===== src/rtl/msu_pkg.sv =====
`default_nettype none
// ============================================================================
// msu_pkg : register offsets, status bit positions, data FSM states, ID string
// Revision: 1.0
// ============================================================================
package msu_pkg;

  // Register offsets relative to BASE_ADDR
  localparam logic [2:0] REG_STATUS   = 3'd0;
  localparam logic [2:0] REG_DATA     = 3'd1;
  localparam logic [2:0] REG_SEEK0    = 3'd0;
  localparam logic [2:0] REG_SEEK3    = 3'd3;
  localparam logic [2:0] REG_TRACK_LO = 3'd4;
  localparam logic [2:0] REG_TRACK_HI = 3'd5;
  localparam logic [2:0] REG_VOLUME   = 3'd6;
  localparam logic [2:0] REG_CONTROL  = 3'd7;

  // Status register bit positions; [2:0] carry the revision
  localparam int ST_DATA_BUSY     = 7;
  localparam int ST_AUDIO_BUSY    = 6;
  localparam int ST_REPEAT        = 5;
  localparam int ST_PLAYING       = 4;
  localparam int ST_TRACK_MISSING = 3;

  typedef enum logic [1:0] {
    DS_IDLE   = 2'd0,
    DS_FLUSH  = 2'd1,
    DS_FILL   = 2'd2,
    DS_STREAM = 2'd3
  } data_state_e;

  localparam logic [47:0] MSU_ID = "S-MSU1";

  // Offsets 2..7 spell the chip ID, first character at offset 2
  function automatic logic [7:0] id_byte(input logic [2:0] off);
    logic [7:0] b;
    b = 8'h00;
    case (off)
      3'd2:    b = MSU_ID[47:40];
      3'd3:    b = MSU_ID[39:32];
      3'd4:    b = MSU_ID[31:24];
      3'd5:    b = MSU_ID[23:16];
      3'd6:    b = MSU_ID[15:8];
      3'd7:    b = MSU_ID[7:0];
      default: b = 8'h00;
    endcase
    return b;
  endfunction

endpackage
`default_nettype wire


===== src/rtl/msu_ctrl_if.sv =====
`default_nettype none
// ============================================================================
// msu_ctrl_if : SNES bus side and HPS service side of the MSU-1 controller
// Revision: 1.0
// ============================================================================
interface msu_ctrl_if;
  logic        ENABLE;
  logic        RD_N;
  logic        WR_N;
  logic [23:0] ADDR;
  logic [7:0]  DIN;
  logic [7:0]  DOUT;
  logic [31:0] seek_addr;
  logic        seek_req;
  logic        fifo_wr;
  logic [7:0]  fifo_din;
  logic        fifo_ready;
  logic [15:0] track_out;
  logic        track_req;
  logic        track_mounting;
  logic        track_missing;
  logic        audio_end;
  logic [7:0]  volume_out;
  logic        play_out;
  logic        repeat_out;
  logic        resume_out;

  modport slave (
    input  ENABLE, RD_N, WR_N, ADDR, DIN,
    input  fifo_wr, fifo_din, track_mounting, track_missing, audio_end,
    output DOUT, seek_addr, seek_req, fifo_ready, track_out, track_req,
    output volume_out, play_out, repeat_out, resume_out
  );

  modport master (
    output ENABLE, RD_N, WR_N, ADDR, DIN,
    output fifo_wr, fifo_din, track_mounting, track_missing, audio_end,
    input  DOUT, seek_addr, seek_req, fifo_ready, track_out, track_req,
    input  volume_out, play_out, repeat_out, resume_out
  );
endinterface
`default_nettype wire


===== src/rtl/msu_fifo.sv =====
`default_nettype none
// ============================================================================
// msu_fifo : synchronous byte FIFO with flush and occupancy count
// Revision: 1.0
// ============================================================================
module msu_fifo #(
  parameter int DEPTH = 16
) (
  input  logic                   CLK,
  input  logic                   RST_N,
  input  logic                   flush_i,
  input  logic                   push_i,
  input  logic [7:0]             din_i,
  input  logic                   pop_i,
  output logic [7:0]             dout_o,
  output logic [$clog2(DEPTH):0] count_o,
  output logic                   full_o,
  output logic                   empty_o
);
  localparam int AW = $clog2(DEPTH);

  logic [7:0]    mem_q [DEPTH];
  logic [AW-1:0] wr_ptr_q;
  logic [AW-1:0] rd_ptr_q;
  logic [AW:0]   count_q;
  logic          push_ok;
  logic          pop_ok;

  assign full_o  = (count_q == (AW+1)'(DEPTH));
  assign empty_o = (count_q == '0);
  // A flush wins over any access in the same cycle
  assign push_ok = push_i & ~full_o & ~flush_i;
  assign pop_ok  = pop_i & ~empty_o & ~flush_i;

  always_ff @(posedge CLK) begin
    if (!RST_N || flush_i) begin
      wr_ptr_q <= '0;
      rd_ptr_q <= '0;
      count_q  <= '0;
    end else begin
      if (push_ok) wr_ptr_q <= wr_ptr_q + 1'b1;
      if (pop_ok)  rd_ptr_q <= rd_ptr_q + 1'b1;
      count_q <= count_q + {{AW{1'b0}}, push_ok} - {{AW{1'b0}}, pop_ok};
    end
  end

  always_ff @(posedge CLK) begin
    if (push_ok) mem_q[wr_ptr_q] <= din_i;
  end

  assign dout_o  = mem_q[rd_ptr_q];
  assign count_o = count_q;

endmodule
`default_nettype wire


===== src/rtl/msu_ctrl.sv =====
`default_nettype none
// ============================================================================
// msu_ctrl : MSU-1 register decode, data prefetch streaming and audio status
// Build option: MSU_AUDIO_RESUME_EN latches control bit2 into resume_out
// Revision: 1.0
// ============================================================================
module msu_ctrl #(
  parameter logic [15:0] BASE_ADDR  = 16'h2000,
  parameter int          FIFO_DEPTH = 16,
  parameter int          PREFILL    = 4,
  parameter logic [2:0]  REVISION   = 3'd2
) (
  input  logic      CLK,
  input  logic      RST_N,
  msu_ctrl_if.slave bus
);
  import msu_pkg::*;

  localparam int CW = $clog2(FIFO_DEPTH) + 1;

  logic [15:0]   addr_off;
  logic [2:0]    reg_off;
  logic          addr_hit;
  logic [7:0]    addr_hi_unused;
  logic          rd_act, wr_act;
  logic          rd_prev_q, wr_prev_q;
  logic          rd_stb, wr_stb;
  logic          seek_wr, data_rd;

  logic          fifo_push, fifo_pop, fifo_full, fifo_empty;
  logic [7:0]    fifo_head;
  logic [CW-1:0] fifo_count;

  data_state_e   state_q, state_d;
  logic          data_busy, fifo_rdy;

  logic [7:0]    rd_data, status;
  logic [7:0]    dout_q;
  logic [31:0]   seek_addr_q;
  logic          seek_req_q;
  logic [15:0]   track_q;
  logic          track_req_q;
  logic [7:0]    volume_q;
  logic          audio_busy_q, missing_q, playing_q, repeat_q;

  // Subtracting the base handles windows that are not 8-byte aligned
  assign addr_off       = bus.ADDR[15:0] - BASE_ADDR;
  assign addr_hit       = (addr_off[15:3] == 13'd0);
  assign reg_off        = addr_off[2:0];
  assign addr_hi_unused = bus.ADDR[23:16];

  assign rd_act = bus.ENABLE & ~bus.RD_N;
  assign wr_act = bus.ENABLE & ~bus.WR_N;

  always_ff @(posedge CLK) begin
    if (!RST_N) begin
      rd_prev_q <= 1'b0;
      wr_prev_q <= 1'b0;
    end else begin
      rd_prev_q <= rd_act;
      wr_prev_q <= wr_act;
    end
  end

  // One action per bus access, however long the strobe is held
  assign rd_stb  = rd_act & ~rd_prev_q & addr_hit;
  assign wr_stb  = wr_act & ~wr_prev_q & addr_hit;
  assign seek_wr = wr_stb & (reg_off == REG_SEEK3);
  assign data_rd = rd_stb & (reg_off == REG_DATA);

  always_ff @(posedge CLK) begin
    if (!RST_N) state_q <= DS_IDLE;
    else        state_q <= state_d;
  end

  always_comb begin
    state_d   = state_q;
    data_busy = 1'b0;
    fifo_rdy  = 1'b0;
    case (state_q)
      DS_IDLE: state_d = DS_IDLE;
      DS_FLUSH: begin
        data_busy = 1'b1;
        state_d   = DS_FILL;
      end
      DS_FILL: begin
        data_busy = 1'b1;
        fifo_rdy  = ~fifo_full;
        if (fifo_count >= CW'(PREFILL)) state_d = DS_STREAM;
      end
      DS_STREAM: begin
        fifo_rdy = ~fifo_full;
        state_d  = DS_STREAM;
      end
      default: state_d = DS_IDLE;
    endcase
    if (seek_wr) state_d = DS_FLUSH;
  end

  // A byte arriving with a seek write belongs to the old stream
  assign fifo_push = bus.fifo_wr & fifo_rdy & ~seek_wr;
  assign fifo_pop  = data_rd & ~fifo_empty & ~data_busy;

  msu_fifo #(.DEPTH(FIFO_DEPTH)) u_fifo (
    .CLK     (CLK),
    .RST_N   (RST_N),
    .flush_i (seek_wr),
    .push_i  (fifo_push),
    .din_i   (bus.fifo_din),
    .pop_i   (fifo_pop),
    .dout_o  (fifo_head),
    .count_o (fifo_count),
    .full_o  (fifo_full),
    .empty_o (fifo_empty)
  );

  always_comb begin
    status                   = 8'h00;
    status[ST_DATA_BUSY]     = data_busy;
    status[ST_AUDIO_BUSY]    = audio_busy_q;
    status[ST_REPEAT]        = repeat_q;
    status[ST_PLAYING]       = playing_q;
    status[ST_TRACK_MISSING] = missing_q;
    status[2:0]              = REVISION;
  end

  always_comb begin
    rd_data = 8'h00;
    case (reg_off)
      REG_STATUS: rd_data = status;
      REG_DATA:   rd_data = (fifo_empty | data_busy) ? 8'h00 : fifo_head;
      default:    rd_data = id_byte(reg_off);
    endcase
  end

  always_ff @(posedge CLK) begin
    if (!RST_N)      dout_q <= 8'h00;
    else if (rd_stb) dout_q <= rd_data;
  end

  always_ff @(posedge CLK) begin
    if (!RST_N) begin
      seek_addr_q <= 32'h0;
      seek_req_q  <= 1'b0;
    end else begin
      seek_req_q <= seek_wr;
      if (wr_stb && !reg_off[2])
        seek_addr_q[{reg_off[1:0], 3'b000} +: 8] <= bus.DIN;
    end
  end

  // Later statements override earlier ones, so a bus write wins
  always_ff @(posedge CLK) begin
    if (!RST_N) begin
      track_q      <= 16'h0;
      track_req_q  <= 1'b0;
      volume_q     <= 8'h00;
      audio_busy_q <= 1'b0;
      missing_q    <= 1'b0;
      playing_q    <= 1'b0;
      repeat_q     <= 1'b0;
    end else begin
      track_req_q <= 1'b0;
      if (bus.audio_end && !repeat_q) playing_q <= 1'b0;
      if (audio_busy_q && !track_req_q && !bus.track_mounting) begin
        audio_busy_q <= 1'b0;
        missing_q    <= bus.track_missing;
      end
      if (wr_stb) begin
        case (reg_off)
          REG_TRACK_LO: track_q[7:0] <= bus.DIN;
          REG_TRACK_HI: begin
            track_q[15:8] <= bus.DIN;
            track_req_q   <= 1'b1;
            audio_busy_q  <= 1'b1;
            missing_q     <= 1'b0;
            playing_q     <= 1'b0;
            repeat_q      <= 1'b0;
          end
          REG_VOLUME: volume_q <= bus.DIN;
          REG_CONTROL: begin
            if (!audio_busy_q && !missing_q) begin
              playing_q <= bus.DIN[0];
              repeat_q  <= bus.DIN[1];
            end
          end
          default: ;
        endcase
      end
    end
  end

`ifdef MSU_AUDIO_RESUME_EN
  logic resume_q;

  always_ff @(posedge CLK) begin
    if (!RST_N) begin
      resume_q <= 1'b0;
    end else if (wr_stb) begin
      if (reg_off == REG_TRACK_HI)
        resume_q <= 1'b0;
      else if (reg_off == REG_CONTROL && !audio_busy_q && !missing_q)
        resume_q <= bus.DIN[2];
    end
  end

  assign bus.resume_out = resume_q;
`else
  assign bus.resume_out = 1'b0;
`endif

  assign bus.DOUT       = dout_q;
  assign bus.seek_addr  = seek_addr_q;
  assign bus.seek_req   = seek_req_q;
  assign bus.fifo_ready = fifo_rdy;
  assign bus.track_out  = track_q;
  assign bus.track_req  = track_req_q;
  assign bus.volume_out = volume_q;
  assign bus.play_out   = playing_q;
  assign bus.repeat_out = repeat_q;

endmodule
`default_nettype wire


===== src/flat_wrapper.sv =====
// flat-port wrapper written by rule: the top's interface ports become plain ports
module msu_ctrl_flat import msu_pkg::*;
#(
  parameter logic [15:0] BASE_ADDR  = 16'h2000,
  parameter int          FIFO_DEPTH = 16,
  parameter int          PREFILL    = 4,
  parameter logic [2:0]  REVISION   = 3'd2
)
  (CLK, RST_N, bus_ENABLE, bus_RD_N, bus_WR_N, bus_ADDR, bus_DIN, bus_fifo_wr, bus_fifo_din, bus_track_mounting, bus_track_missing, bus_audio_end, bus_DOUT, bus_seek_addr, bus_seek_req, bus_fifo_ready, bus_track_out, bus_track_req, bus_volume_out, bus_play_out, bus_repeat_out, bus_resume_out);
  msu_ctrl_if bus_i ();
  input  logic CLK;
  input  logic RST_N;
  input wire logic [$bits(bus_i.ENABLE)-1:0] bus_ENABLE;
  input wire logic [$bits(bus_i.RD_N)-1:0] bus_RD_N;
  input wire logic [$bits(bus_i.WR_N)-1:0] bus_WR_N;
  input wire logic [$bits(bus_i.ADDR)-1:0] bus_ADDR;
  input wire logic [$bits(bus_i.DIN)-1:0] bus_DIN;
  input wire logic [$bits(bus_i.fifo_wr)-1:0] bus_fifo_wr;
  input wire logic [$bits(bus_i.fifo_din)-1:0] bus_fifo_din;
  input wire logic [$bits(bus_i.track_mounting)-1:0] bus_track_mounting;
  input wire logic [$bits(bus_i.track_missing)-1:0] bus_track_missing;
  input wire logic [$bits(bus_i.audio_end)-1:0] bus_audio_end;
  output wire logic [$bits(bus_i.DOUT)-1:0] bus_DOUT;
  output wire logic [$bits(bus_i.seek_addr)-1:0] bus_seek_addr;
  output wire logic [$bits(bus_i.seek_req)-1:0] bus_seek_req;
  output wire logic [$bits(bus_i.fifo_ready)-1:0] bus_fifo_ready;
  output wire logic [$bits(bus_i.track_out)-1:0] bus_track_out;
  output wire logic [$bits(bus_i.track_req)-1:0] bus_track_req;
  output wire logic [$bits(bus_i.volume_out)-1:0] bus_volume_out;
  output wire logic [$bits(bus_i.play_out)-1:0] bus_play_out;
  output wire logic [$bits(bus_i.repeat_out)-1:0] bus_repeat_out;
  output wire logic [$bits(bus_i.resume_out)-1:0] bus_resume_out;
  assign bus_i.ENABLE = bus_ENABLE;
  assign bus_i.RD_N = bus_RD_N;
  assign bus_i.WR_N = bus_WR_N;
  assign bus_i.ADDR = bus_ADDR;
  assign bus_i.DIN = bus_DIN;
  assign bus_i.fifo_wr = bus_fifo_wr;
  assign bus_i.fifo_din = bus_fifo_din;
  assign bus_i.track_mounting = bus_track_mounting;
  assign bus_i.track_missing = bus_track_missing;
  assign bus_i.audio_end = bus_audio_end;
  assign bus_DOUT = bus_i.DOUT;
  assign bus_seek_addr = bus_i.seek_addr;
  assign bus_seek_req = bus_i.seek_req;
  assign bus_fifo_ready = bus_i.fifo_ready;
  assign bus_track_out = bus_i.track_out;
  assign bus_track_req = bus_i.track_req;
  assign bus_volume_out = bus_i.volume_out;
  assign bus_play_out = bus_i.play_out;
  assign bus_repeat_out = bus_i.repeat_out;
  assign bus_resume_out = bus_i.resume_out;
  msu_ctrl #(.BASE_ADDR(BASE_ADDR), .FIFO_DEPTH(FIFO_DEPTH), .PREFILL(PREFILL), .REVISION(REVISION)) u_core (.CLK(CLK), .RST_N(RST_N), .bus(bus_i));
endmodule

===== config.mk =====
export PLATFORM = sky130hd
export DESIGN_NAME = msu_ctrl_flat
export DESIGN_NICKNAME = d
export VERILOG_FILES = /design/src/rtl/msu_pkg.sv /design/src/rtl/msu_ctrl_if.sv /design/src/rtl/msu_fifo.sv /design/src/rtl/msu_ctrl.sv /design/src/flat_wrapper.sv
export SDC_FILE = /design/constraint.sdc
export NUM_CORES = 1
export LEC_CHECK = 0
export BUFFER_PORTS_ARGS = -buffer_cell sky130_fd_sc_hd__buf_2
export CAP_MARGIN = 10
export CORE_MARGIN = 3
export CORE_UTILIZATION = 29
export DETAILED_ROUTE_END_ITERATION = 12
export GPL_ROUTABILITY_DRIVEN = 0
export HOLD_SLACK_MARGIN = 0.02
export SETUP_SLACK_MARGIN = 0.2
export SYNTH_ARGS = -nofsm -noshare
export SYNTH_HDL_FRONTEND = slang
export SYNTH_SLANG_ARGS = --single-unit

===== constraint.sdc =====
create_clock -name CLK -period 6.8 [get_ports CLK]
set_input_delay 0.68 -clock CLK [delete_from_list [all_inputs] [get_ports CLK]]
set_output_delay 0.68 -clock CLK [all_outputs]
set_load 0.02 [all_outputs]

==> results of run 1 <==
[synth_stat cells (4+ instances only)]
library cell | instances | area, µm²
a21oi_1 | 65 | 325
a311oi_1 | 5 | 43.8
a31oi_1 | 9 | 56.3
and2_1 | 4 | 25.0
and3_1 | 25 | 156
buf_2 | 21 | 105
clkbuf_1 | 13 | 48.8
dfxtp_1 | 91 | 1820
edfxtp_1 | 128 | 3840
ha_1 | 21 | 263
inv_1 | 21 | 78.8
mux2i_1 | 10 | 100
mux4_2 | 32 | 721
nand2_1 | 97 | 364
nand3_1 | 49 | 245
nand4_1 | 4 | 25.0
nor2_1 | 33 | 124
nor2b_1 | 10 | 62.6
nor3_1 | 9 | 45.0
nor3b_1 | 7 | 52.6
o21ai_0 | 16 | 80.1
xnor2_1 | 4 | 35.0
xor2_1 | 4 | 35.0
[worst reg2reg max path: stages (launching register included)]
cell and delay [ns]:
dfxtp_1 0.35, inv_1 0.07, ha_1 0.36, nor3b_1 0.37
nand2_1 0.13, nor3_1 0.42, nor2b_1 0.26, ha_1 0.26
inv_1 0.06, ha_1 0.15, inv_1 0.05, fa_1 0.39
inv_1 0.07, a21oi_1 0.06, nor2_1 0.11, or3_1 0.11
a21oi_1 0.05
[metal layers]
metal,up-vias,GRT usage [%],part of all wire [%]
met2,170,20.8,47
li1,2850,-,-
met5,-,0,0
met3,34,2.63,6.6
met1,2868,16.9,44
met4,0,3.20,2.3
[power by group]
group | switching [µW] | total, µW | internal (µW) | leakage, µW
logic | 74.6 | 108 | 33.1 | 0.00151
registers | 3.51 | 1410 | 1410 | 0.00188
clock network | 518 | 1280 | 759 | 0.000382
[per-stage QoR]
stage	cell area [µm²]	hold WS, ns	total power (µW)	worst slack (ns)	std cells
finish	10700	0.348	2800	3.27	1226
global route	10700	0.339	2890	2.96	1225
CTS	10700	0.327	2820	3.26	1225
detailed placement	9880	0.441	1550	2.74	1182
global placement	9880	0.435	1550	2.76	1182
floorplan	9020	0.473	1500	3.49	718
[flip-flops by register name, indices dropped and copies added (netlist names), named ones only]
signal,count
u_core.rd_prev_q,1
u_core.u_fifo.count_o,5
u_core.bus.repeat_out,1
u_core.u_fifo.wr_ptr_q,4
u_core.bus.play_out,1
u_core.audio_busy_q,1
u_core.bus.track_req,1
u_core.wr_prev_q,1
u_core.bus.seek_req,1
u_core.u_fifo.mem_q,128
u_core.state_q,2
u_core.missing_q,1
u_core.u_fifo.rd_ptr_q,4
u_core.bus.volume_out,8
u_core.bus.DOUT,8
u_core.bus.track_out,16
u_core.bus.seek_addr,32
[final timing paths]
check,from,endpoint,slack [ns],cells after the start
worst max-delay path,bus_ADDR[1],u_core.u_fifo.count_o[4],3.27,17
worst min-delay path,bus_RD_N,u_core.rd_prev_q,0.35,2
worst max register to register,u_core.state_q[0],u_core.u_fifo.count_o[4],3.37,16
worst min register to register,u_core.bus.track_out[6],u_core.bus.track_out[6],0.45,2
[cell families after synthesis]
family	after synthesis	share of synthesized area (%)
AND/OR/NAND/NOR	259	14.4
other	1	0.0416
buffers and inverters	59	2.96
multiplexers	43	9.23
AO/OA/AOI/OAI	107	6.66
flip-flops	219	62.8
XOR/XNOR	8	0.777
adder cells (fa/ha/maj)	22	3.14
[cell type report]
class / count / area [µm²]
fill: 2926 / 19400
antenna: 1 / 2.50
clock inverter: 11 / 118
timing repair buffer: 111 / 561
multi-input combinational: 440 / 3090
sequential: 219 / 5670
inverter: 22 / 82.6
clock buffer: 32 / 661
tap: 390 / 488
==> impl_metrics.env, run 1 <==
export IMPL_outcome="completed"
export IMPL_cts_repair_resized=0
export IMPL_clock_sinks=219
export IMPL_finish_net_count=889
export IMPL_clockRootBuffer="clkbuf_16"
export IMPL_ir_drop_v=0.000142
export IMPL_p_leak_uw=0.00378
export IMPL_worstSetupStartpointType="input pin"
export IMPL_h_tree_depth=1
export IMPL_cpMostUsedCell="inv_1"
export IMPL_wire_per_inst_um=17.4
export IMPL_clock_skew_final_ns=0.0169
export IMPL_cts_tree="yes"
export IMPL_syn_to_final_growth_pct=18.3
export IMPL_finalHoldViolCount=0
export IMPL_vias=5922
export IMPL_place_port_buffers=109
export IMPL_yosysWarnings=0
export IMPL_synth_async_reset_ratio_pct=0
export IMPL_io_pins=119
export IMPL_overflow=0
export IMPL_synth_cells=718
export IMPL_drc=0
export IMPL_power_density_nw_per_um2=262
export IMPL_final_util_pct=35.4
export IMPL_insertion_delay_ns=0.52
export IMPL_syn_area_um2=9020
export IMPL_maxCapViolCount=0
export IMPL_path_cells="buf_2, inv_1, ha_1, nor3b_1, nand2_1, nor3_1, nor2b_1, ha_1, inv_1, ha_1, inv_1, fa_1, inv_1, a21oi_1, nor2_1, or3_1, a21oi_1"
export IMPL_path_class="in -> reg"
export IMPL_clk_pin_slew_worst_paths_ns=0.06
export IMPL_fmax_mhz=283
export IMPL_synth_cell_types=53
export IMPL_place_hpwl_um=14700
export IMPL_grt_usage_pct=12.6
export IMPL_critPathSlowestCell="nor3_1"
export IMPL_finalCriticalPeriod_ns=3.53
export IMPL_grt_pass1_vias=5699
export IMPL_cp_required_ns=7.16
export IMPL_die_width_um=182
export IMPL_die_height_um=182
export IMPL_rows=63
export IMPL_fin_tns_setup_ns=0
export IMPL_max_slew_worst_pin_slew_ns=1.10
export IMPL_grt_antenna_before_repair=0
export IMPL_ys_flop_type="edfxtp_1"
export IMPL_routed_wl_um=21300
export IMPL_setup_viol=0
export IMPL_crit_fanout=13
export IMPL_end_kind="flip-flop"
export IMPL_drtPass1Iterations=5
export IMPL_ys_seq_area_share_pct=62.8
export IMPL_worstPathBufferInverterCount=5
export IMPL_final_cell_mix="128 x edfxtp_1, 109 x buf_2, 97 x nand2_1"
export IMPL_syn_avg_cell_area_um2=12.6
export IMPL_drv_slew=0
export IMPL_vias_per_cell=4.83
export IMPL_hold_buffers=0
export IMPL_core_um2=30100
export IMPL_syn_num_nets=789
export IMPL_synth_edff_count=128
export IMPL_start_util_pct=30.0
export IMPL_drt_initial_drc_count=499
export IMPL_cts_buffers=24
export IMPL_layout_drive_gt1_share_pct=22.8
export IMPL_path_delay_family="simple AND/OR/NAND/NOR gates"
export IMPL_min_period_over_period_pct=51.9
export IMPL_die_area_um2=33300
export IMPL_hold_path_class="in -> reg"
export IMPL_postCtsSetupRepairBufs=0
export IMPL_grt_pass1_wl_um=33200
export IMPL_critPathMaxStageDelay_ns=0.42
export IMPL_cts_buffer_depth=3
export IMPL_grt_setup_unrepaired="no"
export IMPL_slew_headroom_pct=25.9
export IMPL_grt_max_degree=64
export IMPL_synth_seq_cells=219
export IMPL_arrival_ns=3.89
export IMPL_drtAntennaViolNets=0
export IMPL_final_common_cell="edfxtp_1"
(Power assumes the default switching activity.)
==> run 2, diff against run 1 <==
--- a/config.mk
+++ b/config.mk
@@ -5,6 +5,7 @@
 export SDC_FILE = /design/constraint.sdc
 export NUM_CORES = 1
 export LEC_CHECK = 0
+export ABC_AREA = 1
 export BUFFER_PORTS_ARGS = -buffer_cell sky130_fd_sc_hd__buf_2
 export CAP_MARGIN = 10
 export CORE_MARGIN = 3
==> constraint.sdc (replaced) <==
create_clock -name CLK -period 3.1 [get_ports CLK]
set_input_delay 0.31 -clock CLK [delete_from_list [all_inputs] [get_ports CLK]]
set_output_delay 0.31 -clock CLK [all_outputs]
set_load 0.02 [all_outputs]
==> run 2 against run 1 <==
Net effect:
- final area is 4.7% higher
- largest power group unchanged
- non-clock buffer count is 22 higher
- combinational power is 68% higher
- critical endpoint unchanged
- wire length is 13% higher
- highest routed layer is now met5
- power is 110% higher
- register-to-register slack worse by 2.9 ns
==> impl_metrics.env, run 2 <==
export IMPL_grt_usage_pct=13.8
export IMPL_clockRootBuffer="clkbuf_16"
export IMPL_synth_edff_count=128
export IMPL_grt_pass1_wl_um=38500
export IMPL_final_cell_mix="175 x nor2_1, 128 x edfxtp_1, 112 x o21ai_0"
export IMPL_routed_wl_um=24100
export IMPL_synth_top_area_share_pct=41.0
export IMPL_worstHoldPathCells=4
export IMPL_arrival_ns=2.97
export IMPL_hold_path_class="in -> reg"
export IMPL_grt_antenna_before_repair=2
export IMPL_vias_per_cell=4.72
export IMPL_syn_num_nets=1043
export IMPL_largest_register="u_core.u_fifo.mem_q"
export IMPL_setup_viol=0
export IMPL_cts_tree="yes"
export IMPL_core_um2=31700
export IMPL_place_port_buffers=109
export IMPL_die_width_um=186
export IMPL_critPathMaxStageDelay_ns=0.37
export IMPL_power_density_nw_per_um2=533
export IMPL_ys_seq_area_share_pct=60.4
export IMPL_path_delay_family="adder cells"
export IMPL_ys_flop_type="edfxtp_1"
export IMPL_drtPass1Iterations=5
export IMPL_clk_pin_slew_worst_paths_ns=0.06
export IMPL_synth_cell_types=41
export IMPL_place_hpwl_um=16700
export IMPL_layout_drive_gt1_share_pct=17.6
export IMPL_die_height_um=186
export IMPL_drv_slew=0
export IMPL_grt_setup_unrepaired="no"
export IMPL_fin_tns_setup_ns=0
export IMPL_syn_to_final_growth_pct=19.0
export IMPL_largest_register_ffs=128
export IMPL_max_slew_worst_pin_slew_ns=1.02
export IMPL_h_tree_depth=1
export IMPL_cts_buffers=23
export IMPL_clock_sinks=219
export IMPL_synth_async_reset_ratio_pct=0
export IMPL_grt_max_degree=65
export IMPL_synth_seq_cells=219
export IMPL_drt_initial_drc_count=517
export IMPL_finalHoldViolCount=0
export IMPL_cp_startpoint="u_core.state_q[0]"
export IMPL_min_from="bus_RD_N"
export IMPL_yosysMostFrequentCell="nor2_1"
export IMPL_yosys_top_cells_area="edfxtp_1 41%, dfxtp_1 19%, nor2_1 7.0%"
export IMPL_cpMostUsedCell="inv_1"
export IMPL_critPathSlowestCell="fa_1"
export IMPL_drtAntennaViolNets=0
export IMPL_rr_worst_depth=17
export IMPL_outcome="completed"
export IMPL_clock_skew_final_ns=0.0102
export IMPL_min_period_over_period_pct=84.0
export IMPL_ir_drop_v=0.000297
export IMPL_insertion_delay_ns=0.50
export IMPL_slew_headroom_pct=31.8
export IMPL_syn_avg_cell_area_um2=9.65
export IMPL_vias=7095
export IMPL_wire_per_inst_um=16.0
export IMPL_worstPathBufferInverterCount=6
export IMPL_finalCriticalPeriod_ns=2.60
export IMPL_start_util_pct=29.6
export IMPL_cp_num_cells=17
export IMPL_path_cells="inv_1, ha_4, inv_2, nand3_1, nor2_2, nand2_2, inv_2, ha_1, inv_1, ha_1, inv_1, fa_1, inv_1, a21oi_1, o21bai_1, or2_2, a21oi_1"
export IMPL_maxCapViolCount=0
export IMPL_rows=65
export IMPL_p_leak_uw=0.00446
export IMPL_io_pins=119
export IMPL_crit_fanout=4
export IMPL_final_common_cell="nor2_1"
export IMPL_grt_pass1_vias=7040
export IMPL_syn_area_um2=9380
export IMPL_drc=0
export IMPL_yosys_top_cells_count="176 x nor2_1, 128 x edfxtp_1, 113 x o21ai_0, 105 x nand2_1, 91 x dfxtp_1"
export IMPL_overflow=0
export IMPL_yosysWarnings=0
export IMPL_path_class="reg -> reg"
export IMPL_fmax_mhz=384
export IMPL_cp_required_ns=3.47
export IMPL_final_cell_area_um2=11200
export IMPL_r2r_start="u_core.state_q[0]"
export IMPL_synth_cells=972
export IMPL_die_area_um2=34500
export IMPL_worstSetupStartpointType="flip-flop"
export IMPL_n_antenna_cell=0
export IMPL_synth_area_leader_cell="edfxtp_1"
export IMPL_end_kind="flip-flop"
export IMPL_finish_net_count=1158
export IMPL_cts_buffer_depth=3
export IMPL_dpl_instance_area_um2=10400
export IMPL_fillers=3192
## run 2: layer usage
metal  track usage, %  vias to the layer above  share of wire (%)
li1                 -                     3545                  -
met4             3.16                        4                1.7
met3             4.08                       32                7.4
met2             22.6                      188                 46
met1             18.3                     3326                 45
met5                0                        -               0.11
## run 2: layout make-up
cell class | instances | area (µm²) | area share (%)
Sequential cell | 219 | 5670 | 50.8
Multi-Input combinational cell | 623 | 3200 | 28.7
Timing Repair Buffer | 133 | 738 | 6.61
Clock buffer | 30 | 633 | 5.67
Tap cell | 402 | 503 | 4.50
Inverter | 87 | 327 | 2.92
Clock inverter | 9 | 97.6 | 0.874
## run 2: repair_timing
| item | 4_1_cts | 5_1_grt |
|---|---|---|
| hold buffers | 0 | 0 |
| resized for setup | 0 | 5 |
| endpoints found under the setup margin | 0 | 1 |
| endpoints found under the hold margin | 0 | 0 |
| setup buffers | 0 | 1 |
## run 2: worst reg2reg max path: cells and delay by family, from the launching register on
family	cells	cell delay, ns
and+or+nand+nor	4	0.44
AOI/OAI and AO/OA	3	0.29
buffers and inverters	6	0.42
DFF	1	0.33
adders and majority gates	4	0.99
## run 2: logic make-up (layout without fill, tap and decap cells)
family,Yosys count,after routing,share of synthesized area (%)
and+or+nand+nor,381,381,17.8
DFF,219,219,60.4
AOI/OAI and AO/OA,215,215,12.6
buffers and inverters,130,259,5.69
adders and majority gates,22,22,3.01
xor gates and xnor gates,3,3,0.280
other,1,1,0.0400
muxes,1,1,0.107
## run 2: final timing paths
kind / to / slack, ns
setup / recovery: u_core.u_fifo.count_o[4] / 0.50
setup reg to reg: u_core.u_fifo.count_o[4] / 0.50
hold reg to reg: u_core.bus.seek_addr[31] / 0.45
hold / removal: u_core.rd_prev_q / 0.08
## run 2: per-stage QoR
stage                     cells  worst slack (ns)  power (µW)  util [%]  hold slack, ns
final                      1503             0.496        5950      35.2          0.0782
after CTS                  1502             0.355        6010      35.1          0.0620
after floorplan             972             0.485        3230         -           0.409
after detailed placement   1463             0.169        3320      32.8           0.441
after global routing       1503             0.225        6130      35.2          0.0850
after global placement     1463             0.184        3320      32.8           0.436
## run 2: power breakdown
part           switching (µW)  internal [µW]  leakage [µW]
Clock                    1100           1600      0.000361
Combinational             133           48.2       0.00222
Sequential               1.07           3070       0.00188
Total                    1230           4720       0.00446
==> run 3, diff against run 2 <==
==> constraint.sdc (replaced) <==
create_clock -name CLK -period 2.43 [get_ports CLK]
set_input_delay 0.243 -clock CLK [delete_from_list [all_inputs] [get_ports CLK]]
set_output_delay 0.243 -clock CLK [all_outputs]
set_load 0.02 [all_outputs]
==> run 3 against run 2 <==
Net effect:
- final area grew 5.7%
- critical path type unchanged
- cell count increased by 2.9%
- die area did not move
- highest routed layer unchanged
- largest cell class unchanged
- non-clock buffer count increased by 44
- setup slack lost 0.44 ns
- maximum frequency increased by 9.7%
- sequential cell count unchanged
- clock skew barely moved
- global-route usage up 0.11 points
- worst hold slack worse by 0.038 ns
- sequential share of layout area decreased by 2.7 points
==> impl_metrics.env, run 3 (synthesized netlist as in run 2, its figures left out) <==
export IMPL_place_hpwl_um=16800
export IMPL_power_uw=7380
export IMPL_min_period_over_period_pct=97.7
export IMPL_layout_drive_gt1_share_pct=24.1
export IMPL_path_class="reg -> reg"
export IMPL_setup_viol=0
export IMPL_syn_to_final_growth_pct=25.8
export IMPL_whs_ns=0.0404
export IMPL_finish_net_count=1201
export IMPL_cts_buffers=22
export IMPL_p_int_uw=5820
export IMPL_vias=7287
export IMPL_final_common_cell="nor2_1"
export IMPL_critPathSlowestCell="dfxtp_2"
export IMPL_cpMostUsedCell="inv_2"
export IMPL_clock_sinks=219
export IMPL_rows=65
export IMPL_drt_initial_drc_count=520
export IMPL_p_clk_share_pct=43.3
export IMPL_path_cells="inv_4, buf_6, ha_4, o21ai_2, inv_2, nand2_2, inv_2, nand2_4, ha_4, inv_2, ha_4, inv_2, fa_2, inv_2, a21oi_2, o21bai_1, or2_4, a21oi_2"
export IMPL_slew_headroom_pct=57.7
export IMPL_arrival_ns=2.77
export IMPL_drv_slew=0
export IMPL_die_width_um=186
export IMPL_power_density_nw_per_um2=625
export IMPL_clock_skew_final_ns=0.0102
export IMPL_largest_register="u_core.u_fifo.mem_q"
export IMPL_grt_antenna_before_repair=2
export IMPL_cts_tree="yes"
export IMPL_max_slew_worst_pin_slew_ns=0.633
export IMPL_end_kind="flip-flop"
export IMPL_grt_setup_unrepaired="yes"
export IMPL_cts_buffer_depth=3
export IMPL_final_cell_area_um2=11800
export IMPL_seq_area_um2=5670
export IMPL_p_leak_uw=0.00469
export IMPL_grt_pass1_wl_um=38500
export IMPL_clockRootBuffer="clkbuf_16"
export IMPL_fin_tns_setup_ns=0
export IMPL_largest_register_ffs=128
export IMPL_overflow=0
export IMPL_fmax_mhz=421
export IMPL_critPathMaxStageDelay_ns=0.35
export IMPL_fillers=3175
export IMPL_finalHoldViolCount=0
export IMPL_maxCapViolCount=0
export IMPL_clk_pin_slew_worst_paths_ns=0.07
export IMPL_place_port_buffers=109
export IMPL_h_tree_depth=1
export IMPL_die_height_um=186
export IMPL_grt_pass1_vias=7109
export IMPL_vias_per_cell=4.71
export IMPL_routed_wl_um=24500
export IMPL_worstPathBufferInverterCount=7
export IMPL_ir_drop_v=0.000447
export IMPL_dp_cells=1491
export IMPL_core_um2=31700
export IMPL_netSwitchingPower_uw=1560
export IMPL_drtPass1Iterations=5
export IMPL_outcome="completed"
export IMPL_sw_frac_of_total_pct=21.1
export IMPL_insertion_delay_ns=0.50
export IMPL_finalCriticalPeriod_ns=2.38
export IMPL_p_seq_share_pct=53.2
export IMPL_die_area_um2=34500
export IMPL_path_delay_family="adder cells"
export IMPL_start_util_pct=29.6
export IMPL_wire_per_inst_um=15.8
export IMPL_grt_max_degree=39
export IMPL_grt_usage_pct=13.9
export IMPL_pwr_share_comb_pct=3.5
export IMPL_dpl_instance_area_um2=10700
export IMPL_io_pins=119
export IMPL_hold_path_class="in -> reg"
export IMPL_final_cell_mix="156 x nor2_1, 128 x edfxtp_1, 112 x o21ai_0"
export IMPL_multi_input_area_um2=3450
export IMPL_drtAntennaViolNets=0
export IMPL_worstSetupStartpointType="flip-flop"
export IMPL_cp_required_ns=2.83
export IMPL_drc=0
export IMPL_instances_no_fill=1546
export IMPL_crit_fanout=3
==> run 3: changes by cell type in the layout (fill, tap and decap cells not counted), sizes merged <==
cell         change
buf             +41
clkbuf           -5
clkinv           +4
dlygate4sd3      +3
bufinv           -1
clkinvlp         -1
diode            +1
inv              +1
==> run 3: per-layer routing <==
| layer | vias up | track usage [%] | part of all wire (%) |
|---|---|---|---|
| met2 | 198 | 22.6 | 46 |
| met5 | - | 0 | 0.029 |
| met4 | 2 | 2.47 | 1.4 |
| met3 | 32 | 3.79 | 7.7 |
| li1 | 3642 | - | - |
| met1 | 3413 | 19.1 | 45 |
==> run 3: what timing repair did <==
item	in CTS	in global routing
resized for setup	36	37
buffers inserted	5	9
gates cloned	0	0
hold buffers	3	0
endpoints found under the setup margin	132	133
hold endpoints to repair	3	0
pin swaps	8	21
==> run 3: final timing paths <==
check / to / depth (start not counted) / slack (ns) / from
hold reg to reg: u_core.bus.seek_addr[31] / 2 / 0.45 / u_core.bus.seek_addr[31]
setup reg to reg: u_core.u_fifo.count_o[4] / 18 / 0.05 / u_core.state_q[0]
setup / recovery: u_core.u_fifo.count_o[4] / 18 / 0.05 / u_core.state_q[0]
hold / removal: u_core.bus.repeat_out / 3 / 0.04 / bus_DIN[1]
==> run 3: stage by stage <==
stage               util [%]  setup slack (ns)
floorplan                  -           -0.0426
detailed placement      33.6            -0.222
global placement        33.6            -0.185
CTS                     36.4          -0.00996
global route            37.2           -0.0986
finish                  37.2            0.0549
==> run 3: power groups by stage <==
stage	clock, µW	sequential [µW]	combinational (µW)
2_1_floorplan	0	4000	118
3_3_place_gp	0	4000	254
3_5_place_dp	0	4000	256
4_1_cts	3260	3920	261
5_1_grt	3420	3920	290
6_report	3200	3920	259
==> run 3: cell type report <==
cell class | count | share of cell area (%)
Multi-Input combinational cell | 623 | 29.3
Sequential cell | 219 | 48.0
Timing Repair Buffer | 177 | 9.99
Tap cell | 402 | 4.26
Clock inverter | 12 | 0.699
Antenna cell | 1 | 0.0212
Clock buffer | 25 | 4.94
Inverter | 87 | 2.81
==> run 3: worst reg2reg max path, delay by kind of cell, from the launching register on <==
family / cells / cell delay (ns)
and+or+nand+nor: 3 / 0.28
AOI/OAI and AO/OA: 4 / 0.40
buffers and inverters: 7 / 0.42
adders and majority gates: 4 / 0.82
DFF: 1 / 0.35
